## src/rtl/motor_pwm_drive.sv

```systemverilog
// H-bridge PWM drive: slews duty toward a commanded target once per divider tick and
// forces ramp-to-zero plus dead time on every reversal. Define MOTOR_RAMP_EN for slew limiting.
module motor_pwm_drive #(
    parameter int PWM_BITS   = 8,
    parameter int RAMP_STEP  = 4,
    parameter int DEAD_TICKS = 16
) (
    input  logic                clk,
    input  logic                n_rst,
    input  logic                clk_div,
    input  logic                cmd_valid,
    output logic                cmd_ready,
    input  logic                cmd_dir,
    input  logic [PWM_BITS-1:0] cmd_duty,
    output logic                pwm_a,
    output logic                pwm_b,
    output logic [PWM_BITS-1:0] cur_duty,
    output logic                busy
);

    localparam int DW = (DEAD_TICKS > 1) ? $clog2(DEAD_TICKS) : 1;
    localparam logic [DW-1:0] DEAD_LAST = DW'(DEAD_TICKS - 1);

`ifdef MOTOR_RAMP_EN
    localparam int STEP_EFF = RAMP_STEP;
`else
    // A step as large as the full duty range reaches any target in a single tick.
    localparam int STEP_EFF = (2 ** PWM_BITS - 1) + 0 * RAMP_STEP;
`endif

    localparam logic signed [PWM_BITS:0] STEP_S = (PWM_BITS + 1)'(STEP_EFF);
    localparam logic [PWM_BITS-1:0]      STEP_U = PWM_BITS'(STEP_EFF);

    typedef enum logic [1:0] {IDLE, RUN, DECEL, DEAD} state_t;

    state_t                state;
    logic                  clk_div_q;
    logic                  cur_dir;
    logic [PWM_BITS-1:0]   tgt_duty;
    logic                  tgt_dir;
    logic [PWM_BITS-1:0]   pwm_cnt;
    logic [DW-1:0]         dead_cnt;

    logic                  tick;
    logic                  accept;
    logic                  pwm_on;
    logic [PWM_BITS-1:0]   run_next;
    logic [PWM_BITS-1:0]   decel_next;

    // Moves cur_in at most one step toward tgt_in and lands on tgt_in exactly.
    function automatic logic [PWM_BITS-1:0] ramp_toward(
        input logic [PWM_BITS-1:0] cur_in,
        input logic [PWM_BITS-1:0] tgt_in
    );
        logic signed [PWM_BITS:0] diff;
        diff = $signed({1'b0, tgt_in}) - $signed({1'b0, cur_in});
        if (diff > STEP_S)
            ramp_toward = cur_in + STEP_U;
        else if (diff < -STEP_S)
            ramp_toward = cur_in - STEP_U;
        else
            ramp_toward = tgt_in;
    endfunction

    assign tick       = clk_div & ~clk_div_q;
    assign cmd_ready  = (state == IDLE) || (state == RUN);
    assign accept     = cmd_valid & cmd_ready;
    assign pwm_on     = pwm_cnt < cur_duty;
    assign run_next   = tick ? ramp_toward(cur_duty, tgt_duty) : cur_duty;
    assign decel_next = ramp_toward(cur_duty, '0);
    assign busy       = (state == DECEL) || (state == DEAD) || (cur_duty != tgt_duty);

    always_ff @(posedge clk) begin
        if (!n_rst) begin
            state     <= IDLE;
            clk_div_q <= 1'b1;
            cur_duty  <= '0;
            cur_dir   <= 1'b1;
            tgt_duty  <= '0;
            tgt_dir   <= 1'b1;
            pwm_cnt   <= '0;
            dead_cnt  <= '0;
            pwm_a     <= 1'b0;
            pwm_b     <= 1'b0;
        end else begin
            clk_div_q <= clk_div;
            pwm_cnt   <= pwm_cnt + 1'b1;
            pwm_a     <= pwm_on & cur_dir & (state != DEAD);
            pwm_b     <= pwm_on & ~cur_dir & (state != DEAD);

            if (accept) begin
                tgt_duty <= cmd_duty;
                tgt_dir  <= cmd_dir;
            end

            case (state)
                IDLE: begin
                    if (accept) begin
                        if (cmd_dir != cur_dir) begin
                            state    <= DEAD;
                            dead_cnt <= '0;
                        end else if (cmd_duty != '0) begin
                            state <= RUN;
                        end
                    end
                end
                RUN: begin
                    cur_duty <= run_next;
                    // Reversal decision uses the duty after this cycle's step so a
                    // non-zero duty can never be carried into the dead interval.
                    if (accept && (cmd_dir != cur_dir)) begin
                        if (run_next != '0) begin
                            state <= DECEL;
                        end else begin
                            state    <= DEAD;
                            dead_cnt <= '0;
                        end
                    end else if (!accept && (cur_duty == '0) && (tgt_duty == '0)) begin
                        state <= IDLE;
                    end
                end
                DECEL: begin
                    if (cur_duty == '0) begin
                        state    <= DEAD;
                        dead_cnt <= '0;
                    end else if (tick) begin
                        cur_duty <= decel_next;
                        if (decel_next == '0) begin
                            state    <= DEAD;
                            dead_cnt <= '0;
                        end
                    end
                end
                DEAD: begin
                    if (tick) begin
                        if (dead_cnt == DEAD_LAST) begin
                            cur_dir <= tgt_dir;
                            state   <= (tgt_duty != '0) ? RUN : IDLE;
                        end else begin
                            dead_cnt <= dead_cnt + 1'b1;
                        end
                    end
                end
                default: state <= IDLE;
            endcase
        end
    end

endmodule
```

## config.mk

```make
export PLATFORM = sky130hd
export DESIGN_NAME = motor_pwm_drive
export DESIGN_NICKNAME = d
export VERILOG_FILES = /design/src/rtl/motor_pwm_drive.sv
export SDC_FILE = /design/constraint.sdc
export NUM_CORES = 1
export LEC_CHECK = 0
export ABC_AREA = 1
export CAP_MARGIN = 0
export CORE_ASPECT_RATIO = 1.75
export CORE_MARGIN = 5
export CORE_UTILIZATION = 28
export CTS_CLUSTER_DIAMETER = 100
export DETAILED_ROUTE_END_ITERATION = 12
export GPL_ROUTABILITY_DRIVEN = 0
export PLACE_DENSITY = 0.45
export SETUP_SLACK_MARGIN = 0.02
export SLEW_MARGIN = 15
export SYNTH_ARGS = -nofsm -noshare
export SYNTH_HDL_FRONTEND = slang
export SYNTH_SLANG_ARGS = --single-unit
```

## constraint.sdc

```tcl
create_clock -name clk -period 2.5 [get_ports clk]
set_clock_uncertainty 0.15 [all_clocks]
set_input_delay 0.5 -clock clk [delete_from_list [all_inputs] [get_ports clk]]
set_output_delay 0.5 -clock clk [all_outputs]
set_load 0.02 [all_outputs]
```

# --- After elaboration in Yosys (flattened, before gate mapping) ---
# Index checks and enable logic that the tools add are counted.
totals:
  register_bits: 35
  in_bits: 13
  out_inout_bits: 12
  wordCells: 99
op_classes:
  n_addsub: 6
  order_cmp: 5
  eq_ne: 20
  mux: 31
  n_bitwise: 8
  n_reduce_logical: 19
ops:
  columns: ["op", "count"]
  rows:
  - ["8-bit 2-to-1 mux", 7]
  - ["4-bit 2-to-1 mux", 9]
  - ["8-bit zero test", 3]
  - ["8-bit nonzero test", 3]
  - ["2-bit 2-to-1 mux", 10]
  - ["9-bit > comparator, second input constant", 2]
  - ["9-bit < comparator, second input constant", 2]
  - ["4-bit case mux with 4 select lines", 1]
  - ["8-bit case mux with 2 select lines", 1]
  - ["2-bit != test, second input constant", 7]
  - ["3-bit by 1-bit != test with 1-bit output, second input constant", 3]
  - ["1-bit by 8-bit subtractor with 9-bit output, first input constant", 1]
  - ["8-bit by 8-bit subtractor with 9-bit output", 1]
  - ["8-bit by 1-bit adder with 8-bit output, second input constant", 1]
  - ["8-bit adder, second input constant", 1]
  - ["8-bit < comparator", 1]
  - ["8-bit != test", 1]
  - ["2-bit case mux with 4 select lines", 1]
  - ["8-bit AND reduction", 1]
  - ["8-bit subtractor, second input constant", 1]
  - ["7-bit AND reduction", 1]
  - ["1-bit AND", 6]
  - ["2-bit by 1-bit != test with 1-bit output, second input constant", 3]
  - ["3-bit AND reduction", 2]
  - ["other kinds (13)", 20]

# --- Depth between registers and ports, before layout ---
# Gate-level depths: netlist of run 1.
depth:
  word_depth: 9
  mapped_depth: 24

# --- Worst setup path before layout of run 1 ---
# OpenSTA, ideal clock, no wires.
synth_timing:
  path_type: "reg2reg"
  startpoint: "reg cur_duty[2]"
  endpoint: "reg dead_cnt[1]"
  t_arrival_ns: 2.514
  slack_ns: -0.274
  path_stages_with_launch: 21
  n_path_buf: 1
  synth_period_minus_slack_ns: 2.774
  cell_sequence: "dfxtp_1 > buf_2 > inv_1 > ha_1 > or2_4 > nand3b_1 > nand2_1 > nand2_1 > nand2_2 > nor2_8 > nand3_1 > nand3_1 > nand2_1 > inv_1 > nand2_1 > nor2_2 > nand2_2 > nand2_4 > nand3_1 > nand2_1 > nor2_2"
synth_via:
  elab_chain_cells: 8
synth_lines:
  columns: ["element", "line_no", "rtl"]
  rows:
  - ["from (decl)", "17", "output logic [PWM_BITS-1:0] cur_duty,"]
  - ["from (signal assigned)", "108", "cur_duty <= run_next;"]
  - ["from (signal assigned)", "127", "cur_duty <= decel_next;"]
  - ["8-bit by 8-bit subtractor with 9-bit output", "56", "diff = $signed({1'b0, tgt_in}) - $signed({1'b0, cur_in});"]
  - ["9-bit < comparator", "59", "else if (diff < -STEP_S)"]
  - ["8-bit 2-to-1 mux", "59", null]
  - ["8-bit 2-to-1 mux", "57", "if (diff > STEP_S)"]
  - ["8-bit 2-to-1 mux", "69", "assign run_next = tick ? ramp_toward(cur_duty, tgt_duty) : cur_duty;"]
  - ["8-bit nonzero test", "112", "if (run_next != '0) begin"]
  - ["2-bit != test (no source line)", null, null]
  - ["8-bit AND reduction (no source line)", null, null]
  - ["to (signal assigned)", "140", "dead_cnt <= dead_cnt + 1'b1;"]
  - ["to (decl)", "42", "logic [DW-1:0] dead_cnt;"]
# Several ways; a longest one is shown, not always the timed one.
# A chain may end at the register's enable or synchronous reset.

# --- Worst setup path in the final report of run 1 ---
layout_timing:
  startpoint: "reg cur_duty[1]"
  endpoint: "reg dead_cnt[2]"
# The elaborated chain is that of the path after synthesis.

==> run metrics, run 1 <==
status=finished with violations; violations in the final reports=setup timing; Setup crit start=cur_duty[1]; clock slew at reported path FFs=about 0.050 ns; count of mapped cells out of synthesis=about 400; capturing element type of the critical path=flop; number of synthesized flops with an enable pin=0; clock root buffer=sky130_fd_sc_hd__clkbuf_16; # setup viols final=10; overall routing resource usage=16.57%; via count of the first global-routing pass=3042; portion of the clock cycle consumed by the worst path in the final layout=105.0%; number of endpoints with negative hold slack in the final report=0; Reg2Reg Capture Point=dead_cnt[2]; Crit Path Class=reg -> reg; largest area contributor in the netlist=sky130_fd_sc_hd__dfxtp_1; number of register bits inferred by synthesis=35; worst voltage drop across the vdd grid=slightly below 0.6 mV; f_max=between 300 and 400 MHz; 1st-iter DRT viols=160; source-to-sink clock delay at the later pin of the worst-skew pair=around 0.28 ns; die area=11540 um2; sequential element share of the synthesized area=a little over a quarter; transition time at the pin with the least slew margin=approximately 0.5 ns; TritonCTS clock tree=built; Total Negative Setup Slacks=-0.7772 ns; drt via density=4.815; Port Buffers=24; synthesized area per cell=6.610 um2; sinks on the clock net=35; launch point of the worst hold path=pwm_cnt[0]; post-route setup slack=-0.1262 ns; routed via count=~2900; PwrDens=around 1100 nW/um2; worst min path class=reg -> reg; buffers from clock root to sink, at most=2; net count of the mapped netlist=between 400 and 500; maximum fanout along the worst path=5; launch point of the worst reg-to-reg path=cur_duty[1]; Ant. Diodes=0; minimum setup slack after placement=-0.2945 ns; initial standard-cell utilization of the core=roughly 28%; grt total ovfl=0; area growth from synthesis to final layout=50.09%; proportion of layout cells with a drive suffix above 1=between 30% and 40%; number of cells traversed by the worst hold path=1; CP Data Arrival Time=2.69 ns; antenna violations before repair=0; Most used DFF post-synth=sky130_fd_sc_hd__dfxtp_1; count of antenna-violating nets left after detailed routing=0; cts bufs inserted=5; share of synthesized registers carrying an async set or reset=0%; die span in x=between 80 and 90 um; synth cell count leaders=sky130_fd_sc_hd__nand2_1, sky130_fd_sc_hd__inv_1, sky130_fd_sc_hd__nand3_1; DRT Wirelength=slightly above 9000 um; Yosys warnings=0; Detailed Place HPWL=between 7000 and 8000 um; count of distinct cell types in the synthesized netlist=32; type of element launching the critical path=flop; required time worst endpoint=between 2 and 3 ns; final-layout worst hold slack=0.3351 ns; pins over their slew limit=0; global-route wire length before repair=15010 um; total DRC errors in the routed layout=0; deepest level of the CTS H-tree=2; setup repair after global routing missed its margin=yes; minimum clock period=2.626 ns; row cnt=47; share of the synthesized area in the top cell type=between 20% and 30%; Synth Cell Area=~2600 um2; average wire length per cell after detail routing=between 15 and 20 um; Final #Nets=520; total of max-cap violations=0; Core Region=9350 um2; num ports=25; pin count of the biggest net entering global routing=20; end point of the most critical hold path=pwm_cnt[0]; Worst R2R Path Depth=18; number of hold buffers added after cts=0; Max-slew headroom=66.02%; register-to-register setup slack=-0.13 ns; y dimension of the die=138.4 um; leakage power of the design=~1.8 nW; first drt pass iteration count=4; top area cells in the synthesized netlist=sky130_fd_sc_hd__dfxtp_1, sky130_fd_sc_hd__nand2_1, sky130_fd_sc_hd__ha_1; cell with the most instances after synthesis=sky130_fd_sc_hd__nand2_1
## metal layers
layer,vias up,wire length [um],share of wire [%],global-route usage [%]
met5,-,0,0,0
met4,0,533,5.7,8.613
met3,31,222,2.4,2.024
li1,1484,-,-,-
met2,60,5295,57,33.80
met1,1362,3294,35,15.40
## stage by stage
stage | instance area (um2) | std cells | utilization (%) | total power [W]
6_report | 3959 | 610 | 42.34 | 0.004503
5_1_grt | 3959 | 610 | 42.34 | 0.004831
4_1_cts | 3850 | 607 | 41.17 | 0.004388
3_5_place_dp | 3526 | 595 | 37.71 | 0.003537
3_3_place_gp | 3526 | 595 | 37.71 | 0.003537
2_1_floorplan | 2745 | 399 | - | 0.002421
## layout by cell type, fill, tap and decap left out, drive strengths merged, types with 9 or more instances in the layout
master           n
nand2          100
buf             64
inv             64
nand3           39
nor2            39
dfxtp           35
a21oi           24
clkdlybuf4s50   23
ha              20
o21ai           16
nor3             9
## repair_timing
action / 4_1_cts / 5_1_grt
pin swaps: 23 / 27
setup buffers: 3 / 3
gates resized for setup: 41 / 22
setup endpoints to repair: 15 / 15
gates cloned: 1 / 0
## cell families after synthesis
kind of cell,count (synthesis),synth area share (%)
adder cells (fa/ha/maj),20,9.488
XOR/XNOR,9,2.989
buffers and inverters,75,11.10
AND/OR/NAND/NOR,203,37.19
flip-flops,35,26.57
AO/OA/AOI/OAI,57,12.67
## area by class of cell
type	instances	area (um2)
Fill cell	983	5391
Inverter	67	257.7
Multi-Input combinational cell	290	1949
Clock inverter	1	5.005
Sequential cell	35	724.4
Timing Repair Buffer	88	726.9
Clock buffer	7	142.6
Tap cell	122	152.6
## report_power, final
part | internal, W | switching (W)
sequential | 0.000677 | 0.0000964
clock | 0.000395 | 0.000228
combinational | 0.00133 | 0.00177
## worst max-delay path by stage
stage,endpoint,slack [ns],depth (start not counted)
2_1_floorplan,dead_cnt[1],0.02,22
3_3_place_gp,dead_cnt[1],-0.27,20
3_5_place_dp,dead_cnt[2],-0.29,21
4_1_cts,dead_cnt[2],-0.09,21
5_1_grt,dead_cnt[1],-0.33,22
6_report,dead_cnt[2],-0.13,18
## state kept, by name, summed over array words and instances (netlist names)
signal     flops
pwm_cnt        8
tgt_dir        1
pwm_b          1
dead_cnt       4
state          2
pwm_a          1
clk_div_q      1
tgt_duty       8
cur_duty       8
cur_dir        1
## critical path, stage by stage (launching register included)
cell and delay [ns]:
sky130_fd_sc_hd__dfxtp_4 0.35, sky130_fd_sc_hd__clkinvlp_4 0.11, sky130_fd_sc_hd__ha_4 0.32, sky130_fd_sc_hd__nand2_4 0.07, sky130_fd_sc_hd__nand2_4 0.08, sky130_fd_sc_hd__nand2_2 0.05
sky130_fd_sc_hd__nand2_1 0.05, sky130_fd_sc_hd__nand2_1 0.06, sky130_fd_sc_hd__nand2_2 0.08, sky130_fd_sc_hd__nand3_4 0.12, sky130_fd_sc_hd__nor2_8 0.18, sky130_fd_sc_hd__nand3_1 0.10
sky130_fd_sc_hd__nand3_2 0.10, sky130_fd_sc_hd__nand4_1 0.13, sky130_fd_sc_hd__nor2_2 0.18, sky130_fd_sc_hd__nand2_2 0.08, sky130_fd_sc_hd__nand2_4 0.09, sky130_fd_sc_hd__nand3_1 0.09
sky130_fd_sc_hd__a21oi_2 0.14
Note: power is estimated with default switching activity, not from simulation.
==> inputs of run 2 (changes only) <==
--- a/config.mk
+++ b/config.mk
@@ -14,6 +14,7 @@
 export DETAILED_ROUTE_END_ITERATION = 12
 export GPL_ROUTABILITY_DRIVEN = 0
 export PLACE_DENSITY = 0.45
+export REMOVE_ABC_BUFFERS = 1
 export SETUP_SLACK_MARGIN = 0.02
 export SLEW_MARGIN = 15
 export SYNTH_ARGS = -nofsm -noshare
==> run metrics, run 2 (same netlist as run 1, synthesis figures left out) <==
DRT Wirelength=9356 um (was 9346 um); drt via density=4.921 (was 4.815); portion of the clock cycle consumed by the worst path in the final layout=102.2% (was 105.0%); routed wl met2=5309 um (was 5295 um); Detailed Place HPWL=7388 um (was 7744 um); type of element launching the critical path=flop (unchanged); y dimension of the die=138.4 um (unchanged); area growth from synthesis to final layout=47.06% (was 50.09%); transition time at the pin with the least slew margin=0.3838 ns (was 0.5065 ns); post-route setup slack=-0.05597 ns (was -0.1262 ns); total DRC errors in the routed layout=0 (unchanged); leakage power of the design=1.762 nW (was 1.777 nW); worst voltage drop across the vdd grid=0.4194 mV (was 0.5775 mV); Ant. Diodes=0 (unchanged); Crit Path Class=reg -> reg (unchanged); count of antenna-violating nets left after detailed routing=0 (unchanged); die area=11540 um2 (unchanged); uppermost signal routing layer after detailed routing=met4 (unchanged); Port Buffers=24 (unchanged); number of hold buffers added after cts=0 (unchanged); met3 routed WL=171 um (was 222 um); largest registers ranked by flip-flop count=cur_duty (8), pwm_cnt (8), tgt_duty (8) (unchanged); initial standard-cell utilization of the core=28.21% (unchanged); antenna violations before repair=0 (unchanged); grt total ovfl=0 (unchanged); via count of the first global-routing pass=3067 (was 3042); PwrDens=1176 nW/um2 (was 1137 nW/um2); overall routing resource usage=16.43% (was 16.57%); die span in x=83.37 um (unchanged); required time worst endpoint=2.52 ns (was 2.56 ns); Core Region=9350 um2 (unchanged); Finished Cell Area=3879 um2 (was 3959 um2); DRT met1 WL=3198 um (was 3294 um); f_max=391.2 MHz (was 380.8 MHz); routed via count=2987 (was 2937); setup repair after global routing missed its margin=yes (unchanged); most common cell after layout, fill and taps aside=sky130_fd_sc_hd__nand2_1 (unchanged); CP Data Arrival Time=2.58 ns (was 2.69 ns); pin count of the biggest net entering global routing=20 (unchanged); final-layout worst hold slack=0.3312 ns (was 0.3351 ns); clock root buffer=sky130_fd_sc_hd__clkbuf_16 (unchanged); 1st-iter DRT viols=104 (was 160); first drt pass iteration count=6 (was 4); register-to-register setup slack=-0.06 ns (was -0.13 ns); Max-slew headroom=74.18% (was 66.02%); source-to-sink clock delay at the later pin of the worst-skew pair=0.29 ns (was 0.28 ns); TritonCTS clock tree=built (unchanged); minimum setup slack after placement=-0.2338 ns (was -0.2945 ns); highest-count cells in the layout ignoring fill and taps=sky130_fd_sc_hd__nand2_1, sky130_fd_sc_hd__buf_4, sky130_fd_sc_hd__inv_1 (unchanged); Post-DP Area=3372 um2 (was 3526 um2); status=finished with violations (unchanged); Total Negative Setup Slacks=-0.1431 ns (was -0.7772 ns); # setup viols final=5 (was 10); maximum fanout along the worst path=7 (was 5); clock slew at reported path FFs=0.06 ns (was 0.05 ns); worst min path class=reg -> reg (unchanged); deepest level of the CTS H-tree=2 (unchanged); num ports=25 (unchanged); average wire length per cell after detail routing=15.41 um (was 15.32 um); cts bufs inserted=5 (unchanged); minimum clock period=2.556 ns (was 2.626 ns); global-route wire length before repair=14860 um (was 15010 um); capturing element type of the critical path=flop (unchanged); proportion of layout cells with a drive suffix above 1=32.58% (was 33.61%); sinks on the clock net=35 (unchanged); violations in the final reports=setup timing (unchanged); Final #Nets=518 (was 520); number of endpoints with negative hold slack in the final report=0 (unchanged); total of max-cap violations=0 (unchanged); pins over their slew limit=0 (unchanged); row cnt=47 (unchanged); buffers from clock root to sink, at most=2 (unchanged)
run 2: final timing paths:
check,from,endpoint,cells after the start
setup / recovery,tgt_duty[2],state[0],18
hold / removal,pwm_cnt[0],pwm_cnt[0],1
setup reg to reg,tgt_duty[2],state[0],18
hold reg to reg,pwm_cnt[0],pwm_cnt[0],1
run 2: timing repair:
item                                    4_1_cts  5_1_grt
pin swaps                                    23       19
gates cloned                                  2        0
endpoints found under the setup margin       12       15
resized for setup                            61       18
setup buffers                                 5        5
run 2: worst max-delay path, stage by stage (launching register included):
cell and delay [ns]:
sky130_fd_sc_hd__dfxtp_4 0.37, sky130_fd_sc_hd__ha_4 0.25, sky130_fd_sc_hd__or2_4 0.26, sky130_fd_sc_hd__nand3b_1 0.11, sky130_fd_sc_hd__nand2_1 0.07, sky130_fd_sc_hd__nand2_2 0.09
sky130_fd_sc_hd__nand2_4 0.09, sky130_fd_sc_hd__nor2_8 0.18, sky130_fd_sc_hd__nand2_4 0.10, sky130_fd_sc_hd__nand2_1 0.07, sky130_fd_sc_hd__nand3_1 0.06, sky130_fd_sc_hd__nand2_1 0.10
sky130_fd_sc_hd__inv_1 0.06, sky130_fd_sc_hd__nand2_2 0.08, sky130_fd_sc_hd__nor2_4 0.04, sky130_fd_sc_hd__buf_4 0.12, sky130_fd_sc_hd__buf_4 0.12, sky130_fd_sc_hd__nand4_1 0.07
sky130_fd_sc_hd__a21oi_1 0.06
run 2: where the power goes:
| part | internal [W] | total, W | switching [W] |
|---|---|---|---|
| Clock | 0.000389 | 0.000638 | 0.000249 |
| Combinational | 0.00135 | 0.00314 | 0.00179 |
| Sequential | 0.000675 | 0.000786 | 0.000111 |
run 2: metal layers:
layer	vias up	track usage, %
li1	1486	-
met1	1421	14.37
met2	47	32.32
met3	33	1.905
met4	0	13.26
met5	-	0
run 2: metrics by stage:
stage	util, %	total power, W	cells
2_1_floorplan	-	0.002291	391
3_3_place_gp	36.06	0.003348	588
3_5_place_dp	36.06	0.003356	588
4_1_cts	40.53	0.004445	602
5_1_grt	41.48	0.004884	607
6_report	41.48	0.004562	607
run 2: layout make-up:
class | count | area [um2]
Tap cell | 122 | 152.6
Clock buffer | 6 | 138.9
Sequential cell | 35 | 725.7
Timing Repair Buffer | 85 | 693.2
Multi-Input combinational cell | 291 | 1912
Clock inverter | 1 | 5.005
Inverter | 67 | 251.5
Fill cell | 992 | 5472
==> inputs of run 3 (changes only) <==
--- a/config.mk
+++ b/config.mk
@@ -10,12 +10,14 @@
 export CORE_ASPECT_RATIO = 1.75
 export CORE_MARGIN = 5
 export CORE_UTILIZATION = 28
+export CTS_BUF_LIST = sky130_fd_sc_hd__clkbuf_8
 export CTS_CLUSTER_DIAMETER = 100
 export DETAILED_ROUTE_END_ITERATION = 12
 export GPL_ROUTABILITY_DRIVEN = 0
 export PLACE_DENSITY = 0.45
 export REMOVE_ABC_BUFFERS = 1
 export SETUP_SLACK_MARGIN = 0.02
+export SKIP_CTS_REPAIR_TIMING = 1
 export SLEW_MARGIN = 15
 export SYNTH_ARGS = -nofsm -noshare
 export SYNTH_HDL_FRONTEND = slang
==> run metrics, run 3 (same netlist as run 1, synthesis figures left out) <==
average wire length per cell after detail routing=15.47 um (was 15.41 um); 1st-iter DRT viols=98 (was 104); cts bufs inserted=5 (unchanged); worst voltage drop across the vdd grid=0.3912 mV (was 0.4194 mV); antenna violations before repair=0 (unchanged); die span in x=83.37 um (unchanged); proportion of power drawn by combinational gates=72.1% (was 68.8%); initial standard-cell utilization of the core=28.21% (unchanged); worst min path class=reg -> reg (unchanged); DRT Wirelength=9331 um (was 9356 um); capturing element type of the critical path=flop (unchanged); die area=11540 um2 (unchanged); num ports=25 (unchanged); area growth from synthesis to final layout=44.97% (was 47.06%); overall routing resource usage=15.68% (was 16.43%); maximum fanout along the worst path=5 (was 7); PwrDens=1145 nW/um2 (was 1176 nW/um2); most common cell after layout, fill and taps aside=sky130_fd_sc_hd__nand2_1 (unchanged); largest registers ranked by flip-flop count=cur_duty (8), pwm_cnt (8), tgt_duty (8) (unchanged); total DRC errors in the routed layout=0 (unchanged); final-layout worst hold slack=0.3353 ns (was 0.3312 ns); Ant. Diodes=0 (unchanged); first drt pass iteration count=4 (was 6); f_max=386.4 MHz (was 391.2 MHz); transition time at the pin with the least slew margin=0.3832 ns (was 0.3838 ns); minimum clock period=2.588 ns (was 2.556 ns); clock root buffer=sky130_fd_sc_hd__clkbuf_8 (was sky130_fd_sc_hd__clkbuf_16); violations in the final reports=setup timing (unchanged); Power Internal=0.002235 W (was 0.002413 W); source-to-sink clock delay at the later pin of the worst-skew pair=0.30 ns (was 0.29 ns); clock slew at reported path FFs=0.07 ns (was 0.06 ns); y dimension of the die=138.4 um (unchanged); Port Buffers=24 (unchanged); sinks on the clock net=35 (unchanged); buffers from clock root to sink, at most=2 (unchanged); Worst R2R Path Depth=20 (was 18); series of cell instances along the critical path=inv_2 -> ha_4 -> nand2_1 -> nand2_1 -> buf_4 -> inv_1 -> nand4_1 -> nand2_4 -> nor2_4 -> a21oi_1 -> nor2_4 -> nor2_4 -> nand2_4 -> nor2_4 -> nand2_2 -> nand2_4 -> nand2_4 -> nand2_2 -> nand2_2 -> nor2_2 (was ha_4 -> or2_4 -> nand3b_1 -> nand2_1 -> nand2_2 -> nand2_4 -> nor2_8 -> nand2_4 -> nand2_1 -> nand3_1 -> nand2_1 -> inv_1 -> nand2_2 -> nor2_4 -> buf_4 -> buf_4 -> nand4_1 -> a21oi_1); total of max-cap violations=0 (unchanged); portion of the clock cycle consumed by the worst path in the final layout=103.5% (was 102.2%); switching part of the total power=48.97% (was 47.11%); row cnt=47 (unchanged); cell type of the slowest stage on the worst timing path=sky130_fd_sc_hd__dfxtp_1 (was sky130_fd_sc_hd__dfxtp_4); drt via density=4.861 (was 4.921); largest stage delay on the critical path=0.35 ns (was 0.37 ns); highest-count cells in the layout ignoring fill and taps=sky130_fd_sc_hd__nand2_1, sky130_fd_sc_hd__buf_4, sky130_fd_sc_hd__inv_1 (unchanged); number of endpoints with negative hold slack in the final report=0 (unchanged); status=finished with violations (unchanged); Crit Path Class=reg -> reg (unchanged); sw power=0.002144 W (was 0.002149 W); Seq pwr share=17.9% (was 17.2%); count of antenna-violating nets left after detailed routing=0 (unchanged); clock network power share=10.0% (was 14.0%); pin count of the biggest net entering global routing=20 (unchanged); required time worst endpoint=2.60 ns (was 2.52 ns); via count of the first global-routing pass=2935 (was 3067); CP Data Arrival Time=2.68 ns (was 2.58 ns); # setup viols final=5 (unchanged); type of element launching the critical path=flop (unchanged); Final #Nets=514 (was 518); grt total ovfl=0 (unchanged); minimum setup slack after placement=-0.2338 ns (unchanged); TritonCTS clock tree=built (unchanged); global-route wire length before repair=14150 um (was 14860 um); routed via count=2931 (was 2987); Detailed Place HPWL=7388 um (unchanged); post-route setup slack=-0.08813 ns (was -0.05597 ns); deepest level of the CTS H-tree=2 (unchanged); leakage power of the design=1.722 nW (was 1.762 nW); pins over their slew limit=0 (unchanged); Max-slew headroom=74.22% (was 74.18%); proportion of layout cells with a drive suffix above 1=32.43% (was 32.58%); setup repair after global routing missed its margin=yes (unchanged); number of cells traversed by the worst hold path=1 (unchanged); Core Region=9350 um2 (unchanged)
==> run 3: changes by cell type in the layout (fill, tap and decap cells not counted), moves of 2 or more <==
cell	change
sky130_fd_sc_hd__clkbuf_16	-5
sky130_fd_sc_hd__clkbuf_8	+5
sky130_fd_sc_hd__buf_4	-4
sky130_fd_sc_hd__nand2_2	-2
sky130_fd_sc_hd__nand2_4	+2
sky130_fd_sc_hd__nor2_4	+2
==> run 3: metal layers <==
metal	wire length [um]	up-vias	share of wire (%)	track usage, %
met5	0	-	0	0
met4	654	0	7.0	11.97
met3	213	29	2.3	1.786
met2	5281	57	57	31.35
met1	3181	1365	34	13.57
li1	-	1480	-	-
==> run 3: critical path, delay by kind of cell, from the launching register on <==
family | cells | cell delay [ns]
AND/OR/NAND/NOR | 15 | 1.27
flip-flops | 1 | 0.35
buffers and inverters | 3 | 0.26
adder cells (fa/ha/maj) | 1 | 0.26
AO/OA/AOI/OAI | 1 | 0.24
==> run 3: final timing paths <==
check                            startpoint     endpoint  slack, ns
worst min register to register   pwm_cnt[0]   pwm_cnt[0]       0.34
worst max-delay path            cur_duty[5]  dead_cnt[1]      -0.09
worst max register to register  cur_duty[5]  dead_cnt[1]      -0.09
worst min-delay path             pwm_cnt[0]   pwm_cnt[0]       0.34
==> run 3: per-stage QoR <==
step	util, %	power, W	instance area, um2	setup TNS, ns	cells
2_1_floorplan	-	0.002291	2596	-1.138	391
3_3_place_gp	36.06	0.003348	3372	-1.408	588
3_5_place_dp	36.06	0.003356	3372	-1.499	588
4_1_cts	37.00	0.003815	3460	-2.078	595
5_1_grt	40.89	0.004710	3824	-1.925	603
6_report	40.89	0.004379	3824	-0.3324	603
==> run 3: final cells by class <==
cell class                 instances  area [um2]
inverter                          67       251.5
clock inverter                     1       5.005
fill                             988        5527
timing repair buffer              81       670.6
multi-input combinational        291        1938
tap                              122       152.6
clock buffer                       6       82.58
sequential                        35       723.2
==> run 3: power by group through the flow <==
stage / Combinational (W) / Clock [W] / Sequential [W]
after CTS: 0.00260 / 0.000459 / 0.000752
after detailed placement: 0.00259 / 0 / 0.000765
after global routing: 0.00344 / 0.000476 / 0.000796
final: 0.00316 / 0.000438 / 0.000785
after floorplan: 0.00147 / 0 / 0.000825
after global placement: 0.00258 / 0 / 0.000765
